## src/rtl/prog_loader.sv

```systemverilog
// ---------------------------------------------------------------------------
// prog_loader
//
// Program loader placed in front of program memory. While load_req is high
// the CPU is held and a framed byte stream is received over a valid/ready
// link:  ADDR word, LEN word (N), N data words, CSUM word.  Words are
// assembled big-endian from DATA_W/8 bytes. Each data word is written to
// (base + i) mod 2^ADDR_W with a one-cycle write strobe. The CSUM word is
// compared against the running sum of ADDR + LEN + data words.
// When idle, the CPU program counter is passed straight to mem_addr.
//
// Ports:
//   clk       - single clock, all state changes on the rising edge
//   reset     - asynchronous, active-low reset
//   load_req  - level-sensitive load request
//   pc        - CPU program counter (forwarded when idle)
//   rx_data   - incoming byte
//   rx_valid  - rx_data is valid
//   rx_ready  - loader accepts a byte this cycle
//   mem_addr  - program memory address
//   mem_wdata - program memory write data
//   mem_we    - one-cycle write strobe
//   cpu_hold  - CPU must stall
//   done      - frame loaded, checksum good
//   err       - frame loaded, checksum bad
// ---------------------------------------------------------------------------
module prog_loader #(
  parameter int DATA_W = 16,
  parameter int ADDR_W = 15
) (
  input  logic              clk,
  input  logic              reset,
  input  logic              load_req,
  input  logic [ADDR_W-1:0] pc,
  input  logic [7:0]        rx_data,
  input  logic              rx_valid,
  output logic              rx_ready,
  output logic [ADDR_W-1:0] mem_addr,
  output logic [DATA_W-1:0] mem_wdata,
  output logic              mem_we,
  output logic              cpu_hold,
  output logic              done,
  output logic              err
);

  localparam int BYTES = DATA_W / 8;
  localparam int CNT_W = (BYTES > 1) ? $clog2(BYTES) : 1;
  localparam logic [CNT_W-1:0] LAST_BYTE = CNT_W'(BYTES - 1);

  typedef enum logic [2:0] {
    IDLE,
    HDR_ADDR,
    HDR_LEN,
    DATA,
    CSUM,
    DONE,
    ERR
  } state_t;

  state_t              state_q, state_d;
  logic [CNT_W-1:0]    byte_cnt_q, byte_cnt_d;
  logic [DATA_W-1:0]   word_q, word_d;
  logic [DATA_W-1:0]   len_q, len_d;
  logic [DATA_W-1:0]   idx_q, idx_d;
  logic [DATA_W-1:0]   sum_q, sum_d;
  logic [ADDR_W-1:0]   next_addr_q, next_addr_d;
  logic [ADDR_W-1:0]   addr_q, addr_d;
  logic [DATA_W-1:0]   wdata_q, wdata_d;
  logic                we_q, we_d;

  logic                receiving;
  logic                byte_fire;
  logic                word_done;
  logic [DATA_W-1:0]   word_full;

  assign receiving = (state_q == HDR_ADDR) || (state_q == HDR_LEN) ||
                     (state_q == DATA)     || (state_q == CSUM);

  assign rx_ready  = receiving;
  assign cpu_hold  = (state_q != IDLE);
  assign done      = (state_q == DONE);
  assign err       = (state_q == ERR);
  assign mem_we    = we_q;
  assign mem_wdata = wdata_q;
  assign mem_addr  = (state_q == IDLE) ? pc : addr_q;

  // The word as it will look once the current byte is shifted in; it is the
  // complete big-endian word whenever this byte is the last of the word.
  assign byte_fire = rx_valid && rx_ready;
  assign word_full = (word_q << 8) | DATA_W'(rx_data);
  assign word_done = byte_fire && (byte_cnt_q == LAST_BYTE);

  // Next-state, byte assembly and write generation.
  always_comb begin
    state_d     = state_q;
    byte_cnt_d  = byte_cnt_q;
    word_d      = word_q;
    len_d       = len_q;
    idx_d       = idx_q;
    sum_d       = sum_q;
    next_addr_d = next_addr_q;
    addr_d      = addr_q;
    wdata_d     = wdata_q;
    we_d        = 1'b0;

    if (byte_fire) begin
      if (word_done) begin
        byte_cnt_d = '0;
        word_d     = '0;
      end else begin
        byte_cnt_d = byte_cnt_q + CNT_W'(1);
        word_d     = word_full;
      end
    end

    case (state_q)
      IDLE: begin
        byte_cnt_d = '0;
        word_d     = '0;
        if (load_req) state_d = HDR_ADDR;
      end
      HDR_ADDR: begin
        if (word_done) begin
          next_addr_d = word_full[ADDR_W-1:0];
          idx_d       = '0;
          sum_d       = word_full;
          state_d     = HDR_LEN;
        end
      end
      HDR_LEN: begin
        if (word_done) begin
          len_d   = word_full;
          sum_d   = sum_q + word_full;
          state_d = (word_full != '0) ? DATA : CSUM;
        end
      end
      DATA: begin
        if (word_done) begin
          addr_d      = next_addr_q;
          wdata_d     = word_full;
          we_d        = 1'b1;
          next_addr_d = next_addr_q + ADDR_W'(1);
          sum_d       = sum_q + word_full;
          idx_d       = idx_q + DATA_W'(1);
          if (idx_q == len_q - DATA_W'(1)) state_d = CSUM;
        end
      end
      CSUM: begin
        if (word_done) state_d = (word_full == sum_q) ? DONE : ERR;
      end
      DONE, ERR: begin
        if (!load_req) state_d = IDLE;
      end
      default: state_d = IDLE;
    endcase

    // Dropping load_req mid-frame discards the partial word; a word that
    // completes in the abort cycle is discarded too so that no strobe can
    // appear while mem_addr is already back on the pc.
    if (receiving && !load_req) begin
      state_d    = IDLE;
      byte_cnt_d = '0;
      word_d     = '0;
      we_d       = 1'b0;
      addr_d     = addr_q;
      wdata_d    = wdata_q;
    end
  end

  always_ff @(posedge clk or negedge reset) begin
    if (!reset) begin
      state_q     <= IDLE;
      byte_cnt_q  <= '0;
      word_q      <= '0;
      len_q       <= '0;
      idx_q       <= '0;
      sum_q       <= '0;
      next_addr_q <= '0;
      addr_q      <= '0;
      wdata_q     <= '0;
      we_q        <= 1'b0;
    end else begin
      state_q     <= state_d;
      byte_cnt_q  <= byte_cnt_d;
      word_q      <= word_d;
      len_q       <= len_d;
      idx_q       <= idx_d;
      sum_q       <= sum_d;
      next_addr_q <= next_addr_d;
      addr_q      <= addr_d;
      wdata_q     <= wdata_d;
      we_q        <= we_d;
    end
  end

endmodule
```

## config.mk

```make
export PLATFORM = sky130hd
export DESIGN_NAME = prog_loader
export DESIGN_NICKNAME = d
export VERILOG_FILES = /design/src/rtl/prog_loader.sv
export SDC_FILE = /design/constraint.sdc
export NUM_CORES = 1
export LEC_CHECK = 0
export CORE_ASPECT_RATIO = 1.25
export CORE_MARGIN = 2
export CORE_UTILIZATION = 58
export CTS_BUF_LIST = sky130_fd_sc_hd__clkbuf_8 sky130_fd_sc_hd__clkbuf_16
export DETAILED_ROUTE_END_ITERATION = 12
export PLACE_DENSITY = 0.81
export SKIP_LAST_GASP = 1
export SYNTH_ARGS = -nofsm -noshare
export SYNTH_HDL_FRONTEND = slang
export SYNTH_SLANG_ARGS = --single-unit
```

## constraint.sdc

```tcl
create_clock -name clk -period 3.18 [get_ports clk]
set_input_delay 0.636 -clock clk [delete_from_list [all_inputs] [get_ports clk]]
set_output_delay 0.636 -clock clk [all_outputs]
set_load 0.02 [all_outputs]
```

==> Yosys cells after proc, flatten, opt, wreduce, memory -nomap -nowiden <==
Index checks and enable logic that the tools add are counted.
{ "totals": {"reg_bits": 107, "mem_bits_rw": 0, "mem_count": 0, "elab_cells": 87, "mem_bits_ro": 0, "latch_bits": 0} }
{ "op_classes": {"n_addsub": 5, "n_bitwise": 2, "reduce_logical": 20, "shift": 0, "mux": 32, "eq_ne": 18, "magnitude_cmp": 0, "div": 0, "multipliers": 0} }
{ "op_table": {"columns": ["op", "count"], "rows": [
  ["$mux W16", 4],
  ["$pmux W16 S2", 2],
  ["$mux W15", 3],
  ["$eq A16 B16 Y1", 2],
  ["$mux W8", 4],
  ["$pmux W15 S2", 1],
  ["$mux W3", 9],
  ["$pmux W3 S6", 1],
  ["$add A16 B1 Y16 const B", 1],
  ["$add A16 B16 Y16", 1],
  ["$or A16 B8 Y16", 1],
  ["$reduce_bool A16 Y1", 1],
  ["$sub A16 B1 Y16 const B", 1],
  ["$add A15 B1 Y15 const B", 1],
  ["$ne A3 B2 Y1 const B", 5],
  ["$eq A3 B3 Y1 const B", 3],
  ["$reduce_and A3 Y1", 3],
  ["$mux W1", 7],
  ["$reduce_and A7 Y1", 1],
  ["$eq A3 B2 Y1 const B", 2],
  ["$reduce_bool A3 Y1", 2],
  ["$ne A2 B2 Y1 const B", 2],
  ["$reduce_bool A2 Y1", 2],
  ["$reduce_or A2 Y1", 2],
  ["other kinds (12)", 16]
]} }

==> Depth between registers and ports, before layout <==
{ "logic_depth": {"depth_word": 10, "ltp_mapped": 10} }

==> Worst setup path after synthesis <==
Ideal clock, no wire load.
{ "synth_timing": {"kind": "register to register", "from": "register len_q[5]", "to": "register state_q[0]", "required_ns": 3.057, "arrival_ns": 2.509, "stages_incl_launch_ff": 8, "setup_slack_ns": 0.548, "path_buffers": 1, "period_less_slack_ns": 2.632, "cell_sequence": "dfrtp_1 > or4_1 > buf_2 > or4_1 > and3_1 > o31a_1 > o31a_1 > o221a_1"} }
{ "synth_between": {"elab_chain_len": 4} }
{ "synth_rtl": {"columns": ["item", "line", "rtl"], "rows": [
  ["from (decl)", "63", "logic [DATA_W-1:0] len_q, len_d;"],
  ["from (signal assigned)", "186", "len_q <= len_d;"],
  ["$sub A16 B1 Y16", "145", "if (idx_q == len_q - DATA_W'(1)) state_d = CSUM;"],
  ["$eq A16 B16 Y1", "145", null],
  ["$ne A3 B1 Y1 (no source line)", null, null],
  ["$reduce_and A7 Y1 (no source line)", null, null],
  ["to (signal assigned)", "183", "state_q <= state_d;"],
  ["to (decl)", "60", "state_t state_q, state_d;"]
]} }
No other way between the ends.
A chain may end at the register's enable or synchronous reset.

==> Worst setup path in the final report <==
{ "layout_timing": {"from": "register state_q[1]", "to": "output port err"} }
{ "layout_between": {"elab_chain_len": 1} }
{ "layout_rtl": {"columns": ["item", "line", "rtl"], "rows": [
  ["$eq A3 B3 Y1", "82", "assign err = (state_q == ERR);"],
  ["to (decl)", "43", "output logic err"]
]} }
No other way between the ends.

==> results.md <==
Outcome:
- The run finished with clean final reports.

Worst setup path:
- The worst setup path is of the reg -> out kind.
- The source of the worst register-to-register timing path is len_q[5].
- The worst setup path is launched from a register.
- The worst setup path startpoint is state_q[1].
- The capturing point of the worst reg2reg path is state_q[0].
- STA puts the critical path data required time at 2.54 ns.
- The endpoint arrival time on the critical path is 2.27 ns.
- The path depth of the worst reg2reg path is 8.
- The maximum fanout encountered on the critical timing path is 25.
- The setup slack of the worst register-to-register path is 0.48 ns.
- The critical path endpoint category is a primary output.

Flow run:
- The tool flagged a number of max-cap violations equal to 0.

Synth:
- The count of flip-flops with a built-in enable after synthesis is 0.
- In the synthesized netlist the dominant register cell turns out to be sky130_fd_sc_hd__dfrtp_1.
- The cell count after synthesis came out at 766.
- The net count after synthesis is 812.
- The average instance area after synthesis is 8.22 µm².
- During synthesis, Yosys emitted a total of 0 warnings.
- After synthesis, the share of flip-flops with an asynchronous set or reset is 100%.
- The number of unique standard cell types used by synthesis is 61.
- The post-synthesis sequential element count is 107.
- The sequential cell area fraction in the yosys report is 42.5%.
- The synthesized cell area is 6290 µm².

Routing:
- Across all layers, the routed design uses 5,895 vias.
- The first detailed-routing pass took 5 iterations.
- The final layout contains routed wiring with a total length of 17,500 µm.
- For this block, the initial DRC count from the detailed router was 482.
- The count of unresolved DRC violations after routing is 0.
- Dividing the detail-routed wire length by the instance count gives 18.1 µm.
- The via count normalized by instance count is 6.10.
- The number of routed nets with antenna violations is 0.

Hold path:
- The worst hold-check path type is in -> async.

Timing:
- Derived from the worst setup path, the maximum achievable clock frequency is 0.344 GHz.
- The max-slew violation count was 0.
- Setup repair after global routing left no endpoint under its margin.
- Final hold analysis gives a worst-case slack of 0.287 ns.
- After routing, the total negative slack on setup checks comes to 0 ns.
- The final setup skew is 0.0130 ns.
- At the pin with the least slew margin, the transition time is 0.742 ns.
- The number of hold-slack violations in the final timing report is 0.
- After layout, the minimum clock period comes to 2.91 ns.
- In the finished design, the share of the clock period the worst path needs comes to 91.5%.
- The final count of negative-setup-slack endpoints is 0.
- In this run the tightest slew margin relative to its limit is 50.5%.

Clocking:
- The root buffer selected by CTS is sky130_fd_sc_hd__clkbuf_16.
- The H-tree level count is 3.
- The post-cts resize count is 0.
- TritonCTS built the clock tree.
- The maximum count of clock buffers along a single path is 2.
- Buffers inserted to repair hold after CTS numbered 0.
- For the worst-skew pair, the clock arrives at the later sink with an insertion delay of 0.36 ns.
- Clock-pin slew was measured on the worst setup and hold paths at 0.07 ns.
- Buffers inserted during clock tree synthesis total 9.
- After clock tree synthesis, the setup repair step added 0 buffers.
- The number of clock sinks is 107.

Final layout:
- Summing all multi-input logic gate instances after layout gives 3390 µm².
- Leaving out fill and tap cells, the most frequent cell in the layout is sky130_fd_sc_hd__nand2_1.
- After the flow finishes, the layout carries non-filler instances totaling 967.
- The post-route netlist has 8.14% of its cells at a drive strength greater than 1.
- The number of nets in the layout is 877.
- The count of inserted antenna diode cells is 0.
- The filler cell count in the final layout is 855.
- The area taken by flip-flops and latches is 2680 µm².
- In the layout the commonest cells are 201 x sky130_fd_sc_hd__nand2_1, 107 x sky130_fd_sc_hd__dfrtp_1, 61 x sky130_fd_sc_hd__clkdlybuf4s50_1.
- The area growth from synthesis to layout is 18.2%.

Die:
- The floorplan step set the die height to 120 µm.
- The die is 97.2 µm wide.
- The I/O pin count is 63.
- The die covers 11,700 µm².
- The region available for standard cell placement spans 10,600 µm².
- The starting density of the core is 59.6%.
- The number of placement rows is 42.

Pwr:
- The largest vdd supply drop is 0.385 mV.
- The power per unit of standard cell area is 783 nW/µm².
- The total leakage power is 3.49 nW.

Placement:
- In this run, placement finished with an instance count of 952.
- The final weighted congestion of routability-driven global placement is 0.966.
- The placed wire-length estimate after detailed placement is 12,300 µm.
- The count of buffers from port buffering is 62.

Global routing:
- The via count of the first global-routing pass is 5,759.
- Entering global routing, the biggest net connects 50 pins.
- Summed over all layers, the global routing overflow is 0.
- Global routing consumed, over all layers together, 30.3% of the routing resources.
- The first global-routing pass estimated 28,400 µm of wire.
- The number of antenna violations at the first check in global routing is 0.
-- cells in the mapped netlist (15+ instances only) --
cell type / count / area [µm²]
sky130_fd_sc_hd__dfrtp_1: 107 / 2680
sky130_fd_sc_hd__nand3_1: 20 / 100
sky130_fd_sc_hd__inv_1: 16 / 60.1
sky130_fd_sc_hd__nor2_1: 57 / 214
sky130_fd_sc_hd__xnor2_1: 18 / 158
sky130_fd_sc_hd__nor3_1: 15 / 75.1
sky130_fd_sc_hd__a21oi_1: 50 / 250
sky130_fd_sc_hd__o21ai_0: 49 / 245
sky130_fd_sc_hd__clkbuf_1: 39 / 146
sky130_fd_sc_hd__ha_1: 18 / 225
sky130_fd_sc_hd__and3_1: 16 / 100
sky130_fd_sc_hd__nand2_1: 201 / 754
-- metal layers --
metal  up-vias  global-route usage [%]  wire length [µm]
met5         -                       0                 0
met4         0                    13.5               593
met3        47                    3.99               947
met2       214                    52.3              8640
met1      2825                    38.3              7270
li1       2809                       -                 -
-- power breakdown --
group | total, mW | switching (mW) | leakage [nW] | internal [mW]
Sequential | 2.01 | 0.328 | 1.42 | 1.68
Clock | 1.08 | 0.523 | 0.135 | 0.553
Combinational | 2.74 | 1.62 | 1.94 | 1.12
-- layout make-up --
class / count / area share (%)
Clock buffer: 10 / 3.21
Clock inverter: 5 / 0.521
Inverter: 17 / 0.858
Multi-Input combinational cell: 601 / 45.6
Sequential cell: 107 / 36.0
Tap cell: 132 / 2.22
Timing Repair Buffer: 95 / 11.6
-- worst max-delay path, cell delays in order (launching register included) --
cell and delay [ns]:
sky130_fd_sc_hd__dfrtp_1 0.35, sky130_fd_sc_hd__buf_4 0.29, sky130_fd_sc_hd__inv_1 0.29, sky130_fd_sc_hd__nor3b_1 0.33, sky130_fd_sc_hd__clkdlybuf4s50_1 0.66
-- cells by family after synthesis --
group           share of synthesized area (%)
compound gates                           17.2
xor+xnor                                 4.31
fa+ha+maj                                4.05
buf+inv                                  3.64
flops                                    42.5
mux                                      3.28
simple gates                             25.0
-- registers in the layout, summed over array words and instances, names as in the netlist --
signal,count
addr_q,15
state_q,3
idx_q,16
len_q,16
sum_q,16
next_addr_q,15
mem_we,1
word_q,8
byte_cnt_q,1
mem_wdata,16
-- worst max path at each step --
stage	to	slack, ns	cells past startpoint
2_1_floorplan	state_q[0]	0.55	7
3_3_place_gp	sum_q[15]	0.12	10
3_5_place_dp	sum_q[10]	0.11	11
4_1_cts	err	0.28	4
5_1_grt	err	0.20	4
6_report	err	0.27	4
-- stage by stage --
step	power, mW	instance area (µm²)	setup slack (ns)	util [%]
finish	5.83	7440	0.271	70.4
global route	6.21	7440	0.197	70.4
CTS	5.80	7440	0.275	70.4
detailed placement	4.73	7160	0.107	67.8
global placement	4.63	7160	0.119	67.8
floorplan	3.76	6290	0.548	-
Power figures use the tool's default switching activity.
